**config.mk**
```make
export PLATFORM = sky130hd
export DESIGN_NAME = fifo_wr_arbiter
export DESIGN_NICKNAME = d
export VERILOG_FILES = /design/src/rtl/fifo_wr_arbiter.sv
export SDC_FILE = /design/constraint.sdc
export NUM_CORES = 1
export LEC_CHECK = 0
export ABC_AREA = 1
export CELL_PAD_IN_SITES_DETAIL_PLACEMENT = 1
export CELL_PAD_IN_SITES_GLOBAL_PLACEMENT = 2
export CORE_MARGIN = 2
export CORE_UTILIZATION = 24
export DETAILED_ROUTE_END_ITERATION = 16
export GPL_ROUTABILITY_DRIVEN = 0
export GPL_TIMING_DRIVEN = 0
export PLACE_DENSITY = 0.94
export SETUP_SLACK_MARGIN = 0.15
export SYNTH_ARGS = -nofsm -noshare
export SYNTH_HDL_FRONTEND = slang
export SYNTH_SLANG_ARGS = --single-unit
export TNS_END_PERCENT = 1
```
**constraint.sdc**
```tcl
create_clock -name clk -period 5.4 [get_ports clk]
set_input_delay 0.54 -clock clk [delete_from_list [all_inputs] [get_ports clk]]
set_output_delay 0.54 -clock clk [all_outputs]
set_load 0.005 [all_outputs]
```
**src/rtl/fifo_wr_arbiter.sv**
```systemverilog
// fifo_wr_arbiter: round-robin burst arbiter merging four requesters onto one FIFO write port
//   clk, rst         : rising-edge clock, synchronous active-high reset
//   Req, Req_data    : per-requester write request and flattened data (requester i owns slice i)
//   Full             : FIFO full flag, stalls the current burst without losing the grant
//   Gnt              : registered one-hot (or zero) grant
//   Wr_en, Wr_data   : FIFO write strobe and data, combinational from the granted requester
//   Wr_count         : wrapping count of words written since reset
module fifo_wr_arbiter #(
    parameter int Data_width = 8,
    parameter int Burst_len  = 4
) (
    input  logic                    clk,
    input  logic                    rst,
    input  logic [3:0]              Req,
    input  logic [4*Data_width-1:0] Req_data,
    input  logic                    Full,
    output logic [3:0]              Gnt,
    output logic                    Wr_en,
    output logic [Data_width-1:0]   Wr_data,
    output logic [15:0]             Wr_count
);
    typedef enum logic {IDLE, BURST} state_e;
    state_e          state_q;
    logic [3:0]      gnt_q;
    logic [3:0]      gnt_d;
    logic [1:0]      ptr_q;
    logic [1:0]      gidx;
    logic [1:0]      win;
    logic [1:0]      idx;
    logic [3:0]      cnt_q;
    logic [15:0]     wr_count_q;
    logic            held;
    logic            xfer;
    logic            last;
    // Scan offsets from high to low so the requester closest to ptr_q wins last.
    always_comb begin
        win = ptr_q;
        idx = ptr_q;
        for (int k = 3; k >= 0; k--) begin
            idx = ptr_q + 2'(k);
            win = Req[idx] ? idx : win;
        end
    end
    assign gnt_d = 4'b0001 << win;
    assign gidx  = {gnt_q[3] | gnt_q[2], gnt_q[3] | gnt_q[1]};
    assign held  = |(gnt_q & Req);
    assign xfer  = !rst && held && !Full;
    assign last  = (cnt_q + 4'd1) == 4'(Burst_len);
    always_comb begin
        Wr_data = '0;
        for (int i = 0; i < 4; i++)
            Wr_data = (!rst && gnt_q[i]) ? Req_data[i*Data_width +: Data_width] : Wr_data;
    end
    assign Gnt      = gnt_q;
    assign Wr_en    = xfer;
    assign Wr_count = wr_count_q;
    always_ff @(posedge clk) begin
        if (rst) begin
            state_q    <= IDLE;
            gnt_q      <= '0;
            ptr_q      <= '0;
            cnt_q      <= '0;
            wr_count_q <= '0;
        end else begin
            wr_count_q <= wr_count_q + 16'(xfer);
            if (state_q == IDLE) begin
                if (|Req) begin
                    gnt_q   <= gnt_d;
                    cnt_q   <= '0;
                    state_q <= BURST;
                end else begin
                    gnt_q <= '0;
                end
            end else if (!held || (xfer && last)) begin
                gnt_q   <= '0;
                ptr_q   <= gidx + 2'd1;
                state_q <= IDLE;
            end else if (xfer) begin
                cnt_q <= cnt_q + 4'd1;
            end
        end
    end
endmodule

```
==> results.md, run 1 <==
| Stage | Item | This run |
|:---|:---|:---|
| run status | Run status | finished clean |
| die | Row count | 32 |
| route | Number of DRC markers after the initial detailed-route iteration | 81 |
| timing | Number of setup violations in the final report | 0 |
| clock tree | Cts bufs inserted | 3 |
| setup path | Type of element launching the critical path | flop |
| finish | # diodes | 0 |
| setup path | Required arrival time at the worst endpoint | 4.86 ns |
| logic synthesis | Count of distinct cell types in the synthesized netlist | 35 |
| global route | Largest net degree at the start of global routing | 16 |
| route | Total routed wirelength | 5596 um |
| placed design | Placed wire-length estimate | 4613 um |
| setup path | Crit Reg-Reg Endpoint | Wr_count[14] |
| die | Placeable Area | 7607 sq um |
| route | Routed len/inst | 12.22 um |
| route | Iteration count of the initial detailed-routing pass | 4 |
| timing | Post-route clock skew | 0.004134 ns |
| die | Vertical die dimension | 91.78 um |
| logic synthesis | Most instantiated cells after synthesis | 94 x sky130_fd_sc_hd__nand2_1, 30 x sky130_fd_sc_hd__inv_1, 27 x sky130_fd_sc_hd__dfxtp_1 |
| logic synthesis | Post-Syn Nets | 328 |
| pwr | Sequential share of power | 38.9% |
| route | Total via count after detailed routing | 2,053 |
| logic synthesis | Cell area after technology mapping | 1849 sq um |
| die | Full die area | 8424 sq um |
| finish | Non-filler instance count after layout | 458 |
| finish | Number of nets in the layout | 399 |
| setup path | Launch instance of the worst register-to-register path | Gnt[1] |
| logic synthesis | Post-synth top area share | 29.23% |
| placed design | Placed insts | 454 |
| timing | Worst hold-check slack | 0.4604 ns |
| setup path | CP Capture Type | output port |
| logic synthesis | Share of async-settable or async-resettable flops after synthesis | 0% |
| clock tree | Skew-Pair Late Insertion Delay | 0.28 ns |
| worst hold path | Endpoint of the worst hold-timing path | Wr_count[7] |
| pwr | Total power density per cell area | 217.1 nW/um^2 |
| die | Width of the die | 91.78 um |
| clock tree | Cell chosen for the clock root | sky130_fd_sc_hd__clkbuf_8 |
| global route | Via count of the first global-routing pass | 2,186 |
| placed design | # port buffers | 66 |
| die | Starting utilization of the core area | 24.31% |
| clock tree | Clock transition at the registers of the reported paths | 0.10 ns |
| logic synthesis | Sequential-to-total area share from yosys stat | 29.23% |
| pwr | Switching power of the nets | 0.2083 mW |
| clock tree | Post-CTS setup buffer count | 0 |
| pwr | Switching fraction of total power | 35.76% |
| logic synthesis | Post-Syn Instances | 286 |
| timing | Period Utilization, post-route | 50.14% |
| pwr | Internal power consumption | 0.3742 mW |
| setup path | Crit-path max FO | 9 |
| clock tree | Number of H-tree levels | 1 |
| worst hold path | Hold path startpoint | rst |
| global route | Initial antenna violation count | 0 |
| global route | Overflow after GRT | 0 |
| logic synthesis | Post-synthesis sequential element count | 27 |
| timing | Maximum achievable frequency | 0.3694 GHz |
| worst hold path | Worst Hold Path Cells | 2 |
| clock tree | Count of hold buffers inserted by post-cts repair | 0 |
| setup path | Type of the worst setup path | reg -> out |
| setup path | Worst reg2reg path depth | 15 |
| clock tree | Largest buffer count on any clock path | 2 |
| worst hold path | Hold crit path type | in -> reg |
| clock tree | Total number of clock tree sinks | 27 |
| setup path | Critical path startpoint | Gnt[1] |
| logic synthesis | Number of synthesized flops with an enable pin | 0 |
| finish | Synth-to-layout area growth | 45.13% |
| global route | Wire length of the first global-routing pass | 9535 um |
| timing | Unrepaired setup endpoints after global routing | no |
| pwr | Part of the total power dissipated in the clock network | 20.9% |
| clock tree | Resize count post-CTS | 0 |
| logic synthesis | Library cell occupying the most area in the post-synthesis netlist | sky130_fd_sc_hd__dfxtp_1 |
| pwr | Fraction of power consumed by combinational cells | 40.2% |
| logic synthesis | Synth Flop Type | sky130_fd_sc_hd__dfxtp_1 |
| die | Ports placed on the boundary | 68 |
| finish | Proportion of layout cells with a drive suffix above 1 | 10.67% |
| pwr | Static leakage power | 1.100 nW |
| flow run | Number of maximum-capacitance constraint violations | 0 |
| timing | Final Max Tran Viols | 0 |
| route | Antenna viol nets, final | 0 |
| timing | Measured slew at the worst slew-check pin | 0.5105 ns |
| timing | Final hold vios | 0 |
| route | Number of remaining DRC errors | 0 |
| setup path | Critical Path AT | 2.17 ns |
| logic synthesis | Synth Area per Inst | 6.466 sq um |
| timing | Final total negative setup slack | 0 ns |
| logic synthesis | Most numerous cell in the Yosys netlist | sky130_fd_sc_hd__nand2_1 |
| timing | Worst slew margin relative to its limit | 65.97% |
| clock tree | Clock tree from TritonCTS | built |
| pwr | Peak supply drop | 77.42 uV |
| setup path | Worst R2R Setup Slack | 3.04 ns |
| route | Vias per Instance | 4.483 |
| timing | Min Clock Period, post-route | 2.707 ns |
| finish | FILL cells | 978 |
| logic synthesis | Number of warnings issued by yosys | 0 |
| global route | Combined global-route utilization of all metal layers | 13.61% |
| logic synthesis | Largest cells by area after synthesis | sky130_fd_sc_hd__dfxtp_1 29%, sky130_fd_sc_hd__nand2_1 19%, sky130_fd_sc_hd__nand3_1 6.8% |
[per-layer routing]
layer | vias up | GRT usage [%] | part of all wire (%) | wire length, um
met5 | - | 0 | 0 | 0
met4 | 0 | 4.229 | 1.4 | 80
met3 | 6 | 3.451 | 6.5 | 362
met2 | 55 | 25.12 | 50 | 2773
met1 | 933 | 15.24 | 43 | 2380
li1 | 1059 | - | - | -
[sequential cells by signal (all words and copies together) (netlist names)]
register,count
Gnt,4
Wr_count,16
cnt_q,4
ptr_q,2
state_q,1
[worst max path at each step]
stage              endpoint  slack, ns  cells past startpoint
6_report         Wr_data[4]       2.69                      7
4_1_cts          Wr_data[4]       2.60                      7
5_1_grt          Wr_data[7]       2.48                      7
3_5_place_dp   Wr_count[14]       2.44                     16
3_3_place_gp   Wr_count[14]       2.50                     16
2_1_floorplan  Wr_count[14]       3.27                     15
[cells by family after synthesis]
group                    share of synthesized area, %
AO/OA/AOI/OAI                                   11.71
flip-flops                                      29.23
adder cells (fa/ha/maj)                         2.030
buffers and inverters                           10.28
AND/OR/NAND/NOR                                 45.80
XOR/XNOR                                       0.9474
[power by group through the flow]
| stage | registers (mW) | clock network, mW | logic, mW |
|---|---|---|---|
| floorplan | 0.227 | 0 | 0.136 |
| CTS | 0.227 | 0.127 | 0.239 |
| detailed placement | 0.231 | 0 | 0.236 |
| global route | 0.228 | 0.135 | 0.265 |
| finish | 0.226 | 0.122 | 0.234 |
| global placement | 0.231 | 0 | 0.231 |
[cell usage in the layout (no fill, tap or decap), types with 5 or more instances in the layout]
master,netlist,final
sky130_fd_sc_hd__nand2_1,94,94
sky130_fd_sc_hd__clkdlybuf4s50_1,0,66
sky130_fd_sc_hd__inv_1,30,30
sky130_fd_sc_hd__dfxtp_1,27,27
sky130_fd_sc_hd__nand3_1,25,25
sky130_fd_sc_hd__nor2_1,22,22
sky130_fd_sc_hd__o21ai_0,15,15
sky130_fd_sc_hd__a21oi_1,14,14
sky130_fd_sc_hd__o21ai_1,9,9
sky130_fd_sc_hd__nand3_2,5,5
[critical path, stage by stage, from the launching register on]
cell                              delay (ns)
sky130_fd_sc_hd__dfxtp_1                0.48
sky130_fd_sc_hd__inv_1                  0.11
sky130_fd_sc_hd__nor2_2                 0.33
sky130_fd_sc_hd__nand2_1                0.09
sky130_fd_sc_hd__nand3_1                0.10
sky130_fd_sc_hd__o21ai_0                0.07
sky130_fd_sc_hd__o21ai_0                0.17
sky130_fd_sc_hd__clkdlybuf4s50_1        0.54
[metrics by stage]
step                      utilization (%)  setup WS [ns]  power (mW)  instance area, sq um
after floorplan                         -          3.272      0.3634                  1849
after global placement              34.67          2.496      0.4614                  2638
after detailed placement            34.67          2.442      0.4674                  2638
after CTS                           35.28          2.600      0.5923                  2684
after global routing                35.28          2.483      0.6288                  2684
final                               35.28          2.693      0.5825                  2684
[layout make-up]
type	instances	area (sq um)	share of cell area (%)
timing repair buffer	66	660.6	24.62
inverter	35	141.4	5.268
clock inverter	1	5.005	0.1865
tap	102	127.6	4.755
clock buffer	3	41.29	1.538
multi-input combinational	218	1119	41.68
buffer	6	48.80	1.818
sequential	27	540.5	20.14
Note: power is estimated with default switching activity, not from simulation.
==> run 2, diff against run 1 <==
--- a/config.mk
+++ b/config.mk
@@ -9,11 +9,11 @@
 export CELL_PAD_IN_SITES_DETAIL_PLACEMENT = 1
 export CELL_PAD_IN_SITES_GLOBAL_PLACEMENT = 2
 export CORE_MARGIN = 2
-export CORE_UTILIZATION = 24
+export CORE_UTILIZATION = 23
 export DETAILED_ROUTE_END_ITERATION = 16
 export GPL_ROUTABILITY_DRIVEN = 0
 export GPL_TIMING_DRIVEN = 0
-export PLACE_DENSITY = 0.94
+export PLACE_DENSITY = 0.91
 export SETUP_SLACK_MARGIN = 0.15
 export SYNTH_ARGS = -nofsm -noshare
 export SYNTH_HDL_FRONTEND = slang
==> constraint.sdc (replaced) <==
create_clock -name clk -period 2.8 [get_ports clk]
set_input_delay 0.28 -clock clk [delete_from_list [all_inputs] [get_ports clk]]
set_output_delay 0.28 -clock clk [all_outputs]
set_load 0.005 [all_outputs]
==> run 2 against run 1 <==
  * Worst setup slack worse by 2.3 ns
  * Global-route usage down 0.53 points
  * Sequential power is 93% higher
  * Register-to-register slack got worse by 2.6 ns
  * Sequential cell count unchanged
  * Clock power rose by 97%
  * Cell count unchanged
  * Combinational power grew 92%
  * Die area grew 4.1%
  * Highest routed layer unchanged
==> results.md, run 2 (synthesis results as in run 1) <==
| Stage | Item | This run |
|:---|:---|:---|
| setup path | Critical Path AT | 2.14 ns |
| setup path | Type of element launching the critical path | flop |
| setup path | Worst reg2reg path depth | 15 |
| worst hold path | Endpoint of the worst hold-timing path | Wr_count[7] |
| timing | Final hold vios | 0 |
| clock tree | Largest buffer count on any clock path | 2 |
| timing | Worst slew margin relative to its limit | 60.25% |
| die | Ports placed on the boundary | 68 |
| timing | Maximum achievable frequency | 0.4140 GHz |
| setup path | Type of the worst setup path | reg -> out |
| placed design | # port buffers | 66 |
| die | Full die area | 8773 sq um |
| timing | Final total negative setup slack | 0 ns |
| timing | Period Utilization, post-route | 86.27% |
| die | Starting utilization of the core area | 23.81% |
| finish | Commonest non-fill, non-tap cell in the layout | sky130_fd_sc_hd__nand2_1 |
| clock tree | Resize count post-CTS | 0 |
| worst hold path | Worst Hold Path Cells | 2 |
| die | Vertical die dimension | 93.67 um |
| finish | Synth-to-layout area growth | 45.26% |
| timing | Final worst setup slack | 0.3843 ns |
| clock tree | Clock transition at the registers of the reported paths | 0.10 ns |
| timing | Final Max Tran Viols | 0 |
| route | Antenna viol nets, final | 0 |
| clock tree | Total number of clock tree sinks | 27 |
| setup path | CP Capture Type | output port |
| setup path | Launch instance of the worst register-to-register path | Gnt[1] |
| timing | Measured slew at the worst slew-check pin | 0.5962 ns |
| run status | Run status | finished clean |
| setup path | Crit-path max FO | 9 |
| route | Routed len/inst | 11.76 um |
| global route | Largest net degree at the start of global routing | 17 |
| placed design | Placed wire-length estimate | 4476 um |
| placed design | Pre-CTS setup slack | 0.08835 ns |
| finish | # diodes | 0 |
| finish | FILL cells | 1,002 |
| finish | Most frequent cells in the layout | 94 x sky130_fd_sc_hd__nand2_1, 66 x sky130_fd_sc_hd__clkdlybuf4s50_1, 30 x sky130_fd_sc_hd__inv_1 |
| route | Number of remaining DRC errors | 0 |
| timing | Unrepaired setup endpoints after global routing | no |
| timing | Worst hold-check slack | 0.1993 ns |
| setup path | Critical path startpoint | Gnt[1] |
| finish | Non-filler instance count after layout | 458 |
| timing | Min Clock Period, post-route | 2.416 ns |
| global route | Overflow after GRT | 0 |
| die | Row count | 32 |
| clock tree | Cell chosen for the clock root | sky130_fd_sc_hd__clkbuf_8 |
| route | Vias per Instance | 4.493 |
| setup path | Worst R2R Setup Slack | 0.46 ns |
| die | Width of the die | 93.67 um |
| clock tree | Clock tree from TritonCTS | built |
| timing | Post-route clock skew | 0.007780 ns |
| global route | Via count of the first global-routing pass | 2,013 |
| finish | Largest register FFs | 16 |
| flow run | Number of maximum-capacitance constraint violations | 0 |
| clock tree | Number of H-tree levels | 1 |
| setup path | Crit Reg-Reg Endpoint | Wr_count[14] |
| finish | Proportion of layout cells with a drive suffix above 1 | 10.67% |
| global route | Combined global-route utilization of all metal layers | 13.08% |
| route | Total routed wirelength | 5387 um |
| worst hold path | Hold crit path type | in -> reg |
| pwr | Static leakage power | 1.096 nW |
| timing | Number of setup violations in the final report | 0 |
| pwr | Total power density per cell area | 419.4 nW/um^2 |
| placed design | Placed insts | 454 |
| clock tree | Skew-Pair Late Insertion Delay | 0.29 ns |
| setup path | Required arrival time at the worst endpoint | 2.52 ns |
| clock tree | Cts bufs inserted | 3 |
| finish | Number of nets in the layout | 399 |
| route | Number of DRC markers after the initial detailed-route iteration | 77 |
| pwr | Final Total Pwr | 1.127 mW |
| clock tree | Post-CTS setup buffer count | 0 |
| pwr | Peak supply drop | 145.5 uV |
| worst hold path | Hold path startpoint | rst |
| route | Total via count after detailed routing | 2,058 |
| clock tree | Count of hold buffers inserted by post-cts repair | 0 |
| die | Placeable Area | 7767 sq um |
| global route | Initial antenna violation count | 0 |
| route | Iteration count of the initial detailed-routing pass | 4 |
| global route | Wire length of the first global-routing pass | 9301 um |
[run 2: cell types whose count changed in the layout (fill, tap and decap cells not counted)]
cell / delta
sky130_fd_sc_hd__clkinvlp_4: +1
sky130_fd_sc_hd__clkinv_2: -1
[run 2: final cells by class]
class | instances | area, sq um | share of cell area (%)
clock inverters | 1 | 7.507 | 0.2795
inverters | 35 | 141.4 | 5.263
clock buffers | 3 | 41.29 | 1.537
repair buffers | 66 | 660.6 | 24.59
well taps | 102 | 127.6 | 4.751
multi-input cells | 218 | 1119 | 41.64
plain buffers | 6 | 48.80 | 1.816
flip-flops and latches | 27 | 540.5 | 20.12
[run 2: worst max-delay path by stage]
stage | end | slack [ns] | cells after the start
after floorplan | Wr_count[14] | 0.78 | 15
after global placement | Wr_count[14] | 0.15 | 16
after detailed placement | Wr_count[14] | 0.09 | 16
after CTS | Wr_data[6] | 0.35 | 8
after global routing | Wr_data[4] | 0.17 | 7
final | Wr_data[2] | 0.38 | 7
[run 2: layer usage]
| layer | routed length, um | track usage [%] | vias to the layer above |
|---|---|---|---|
| met1 | 2368 | 15.69 | 941 |
| met4 | 69 | 3.623 | 0 |
| met5 | 0 | 0 | - |
| met2 | 2509 | 22.48 | 56 |
| li1 | - | - | 1056 |
| met3 | 439 | 4.173 | 5 |
[run 2: critical path, cell delays in order, from the launching register on]
cell and delay, ns:
sky130_fd_sc_hd__dfxtp_1 0.48, sky130_fd_sc_hd__inv_1 0.11, sky130_fd_sc_hd__nor2_2 0.31, sky130_fd_sc_hd__nand2_1 0.09
sky130_fd_sc_hd__nand3_1 0.10, sky130_fd_sc_hd__o21ai_0 0.07, sky130_fd_sc_hd__o21ai_0 0.15, sky130_fd_sc_hd__clkdlybuf4s50_1 0.53
[run 2: stage by stage]
step | util (%) | area, sq um
2_1_floorplan | - | 1849
3_3_place_gp | 33.96 | 2638
3_5_place_dp | 33.96 | 2638
4_1_cts | 34.58 | 2686
5_1_grt | 34.58 | 2686
6_report | 34.58 | 2686
[run 2: report_power, final]
part / internal [mW] / switching (mW)
sequential: 0.407 / 0.0298
clock: 0.102 / 0.138
combinational: 0.214 / 0.235
==> run 3, diff against run 2 <==
--- a/config.mk
+++ b/config.mk
@@ -6,8 +6,10 @@
 export NUM_CORES = 1
 export LEC_CHECK = 0
 export ABC_AREA = 1
+export ABC_CLOCK_PERIOD_IN_PS = 2800
 export CELL_PAD_IN_SITES_DETAIL_PLACEMENT = 1
 export CELL_PAD_IN_SITES_GLOBAL_PLACEMENT = 2
+export CORE_ASPECT_RATIO = 0.8
 export CORE_MARGIN = 2
 export CORE_UTILIZATION = 23
 export DETAILED_ROUTE_END_ITERATION = 16
@@ -15,6 +17,7 @@
 export GPL_TIMING_DRIVEN = 0
 export PLACE_DENSITY = 0.91
 export SETUP_SLACK_MARGIN = 0.15
+export SLEW_MARGIN = 15
 export SYNTH_ARGS = -nofsm -noshare
 export SYNTH_HDL_FRONTEND = slang
 export SYNTH_SLANG_ARGS = --single-unit
==> run 3 against run 2 <==
  * Worst setup slack worse by 0.034 ns
  * Sequential share of layout area is 0.10 points lower
  * Combinational power is 1% higher
  * Total power down 1.2%
  * Clock-buffer cell count increased by 1
  * Clock power down 8.3%
  * Sequential cell count stayed put
==> results.md, run 3 (synthesis results as in run 1) <==
| Stage | Item | This run |
|:---|:---|:---|
| pwr | Total power density per cell area | 412.2 nW/um^2 |
| finish | Largest register FFs | 16 |
| pwr | Static leakage power | 1.098 nW |
| route | Total routed wirelength | 5723 um |
| die | Placeable Area | 7874 sq um |
| worst hold path | Hold crit path type | in -> reg |
| finish | Proportion of layout cells with a drive suffix above 1 | 10.67% |
| pwr | Final Total Pwr | 1.113 mW |
| finish | Most frequent cells in the layout | 94 x sky130_fd_sc_hd__nand2_1, 66 x sky130_fd_sc_hd__clkdlybuf4s50_1, 30 x sky130_fd_sc_hd__inv_1 |
| finish | Non-filler instance count after layout | 464 |
| timing | Post-route clock skew | 0.002557 ns |
| die | Starting utilization of the core area | 23.49% |
| setup path | Type of the worst setup path | reg -> out |
| timing | Worst slew margin relative to its limit | 61.99% |
| die | Row count | 29 |
| timing | Final hold vios | 0 |
| clock tree | Clock transition at the registers of the reported paths | 0.09 ns |
| timing | Maximum achievable frequency | 0.4083 GHz |
| finish | Final core occ | 34.29% |
| setup path | CP Capture Type | output port |
| global route | Initial antenna violation count | 0 |
| setup path | Required arrival time at the worst endpoint | 2.52 ns |
| global route | Largest net degree at the start of global routing | 15 |
| route | Routed len/inst | 12.33 um |
| route | Antenna viol nets, final | 0 |
| clock tree | Clock tree from TritonCTS | built |
| placed design | # port buffers | 66 |
| die | Width of the die | 104.3 um |
| finish | Commonest non-fill, non-tap cell in the layout | sky130_fd_sc_hd__nand2_1 |
| route | Vias per Instance | 4.425 |
| timing | Number of setup violations in the final report | 0 |
| die | Vertical die dimension | 84.20 um |
| global route | Overflow after GRT | 0 |
| route | Total via count after detailed routing | 2,053 |
| timing | Final total negative setup slack | 0 ns |
| route | Iteration count of the initial detailed-routing pass | 4 |
| finish | Summed area of non-filler cells in the final layout | 2700 sq um |
| setup path | Critical Path AT | 2.17 ns |
| clock tree | Cell chosen for the clock root | sky130_fd_sc_hd__clkbuf_8 |
| run status | Run status | finished clean |
| clock tree | Count of hold buffers inserted by post-cts repair | 0 |
| finish | # diodes | 0 |
| placed design | Area after detailed placement | 2645 sq um |
| timing | Measured slew at the worst slew-check pin | 0.5702 ns |
| clock tree | Number of H-tree levels | 1 |
| die | Full die area | 8778 sq um |
| global route | Combined global-route utilization of all metal layers | 13.42% |
| timing | Min Clock Period, post-route | 2.449 ns |
| placed design | Pre-CTS setup slack | 0.04969 ns |
| setup path | Type of element launching the critical path | flop |
| setup path | Worst reg2reg path depth | 15 |
| die | Ports placed on the boundary | 68 |
| route | Number of remaining DRC errors | 0 |
| finish | Number of nets in the layout | 399 |
| route | Number of DRC markers after the initial detailed-route iteration | 23 |
| clock tree | Total number of clock tree sinks | 27 |
| placed design | Placed wire-length estimate | 4736 um |
| placed design | Placed insts | 460 |
| global route | Via count of the first global-routing pass | 2,010 |
| pwr | Peak supply drop | 204.5 uV |
| timing | Final Max Tran Viols | 0 |
| timing | Period Utilization, post-route | 87.48% |
| flow run | Number of maximum-capacitance constraint violations | 0 |
| worst hold path | Worst Hold Path Cells | 2 |
| setup path | Crit-path max FO | 10 |
| timing | Final worst setup slack | 0.3506 ns |
| clock tree | Largest buffer count on any clock path | 2 |
| timing | Unrepaired setup endpoints after global routing | yes |
| clock tree | Skew-Pair Late Insertion Delay | 0.27 ns |
| finish | Synth-to-layout area growth | 46.01% |
| clock tree | Cts bufs inserted | 3 |
| timing | Worst hold-check slack | 0.2234 ns |
| global route | Wire length of the first global-routing pass | 9756 um |
==> run 3: cell types whose count changed in the layout (fill, tap and decap cells not counted), sizes merged <==
cell,delta
clkinvlp,-1
clkbuf,+1
==> run 3: power by group <==
part           switching (mW)  leakage (nW)  internal, mW  total, mW
registers              0.0315         0.219         0.407      0.439
clock network           0.118        0.0228         0.102      0.220
logic                   0.239         0.856         0.215      0.454
==> run 3: metal layers <==
layer,up-vias,GRT usage (%),wire length [um]
li1,1059,-,-
met1,942,18.34,2844
met2,50,21.71,2479
met3,2,4.037,376
met4,0,1.474,22
met5,-,0,0
==> run 3: final timing paths <==
| check | to | slack (ns) | startpoint |
|---|---|---|---|
| worst max-delay path | Wr_data[5] | 0.35 | Gnt[2] |
| worst min-delay path | Wr_count[7] | 0.22 | rst |
| worst max register to register | Wr_count[14] | 0.45 | Gnt[3] |
| worst min register to register | Wr_count[15] | 0.47 | Wr_count[15] |
==> run 3: final cells by class <==
class | count | area (sq um)
buffer | 6 | 48.80
clock buffer | 4 | 45.04
fill | 1025 | 5174
inverter | 35 | 141.4
multi-input combinational | 218 | 1129
sequential | 27 | 540.5
tap | 108 | 135.1
timing repair buffer | 66 | 660.6
==> run 3: worst max-delay path: stages, from the launching register on <==
cell                              delay [ns]
sky130_fd_sc_hd__dfxtp_1                0.41
sky130_fd_sc_hd__inv_1                  0.09
sky130_fd_sc_hd__nor2_1                 0.21
sky130_fd_sc_hd__inv_1                  0.17
sky130_fd_sc_hd__buf_2                  0.21
sky130_fd_sc_hd__nand3_1                0.09
sky130_fd_sc_hd__o21ai_1                0.06
sky130_fd_sc_hd__o21ai_1                0.12
sky130_fd_sc_hd__clkdlybuf4s50_1        0.53
==> run 3: timing repair <==
item,4_1_cts,5_1_grt
setup buffers,0,0
gates resized for setup,0,2
setup endpoints to repair,0,9
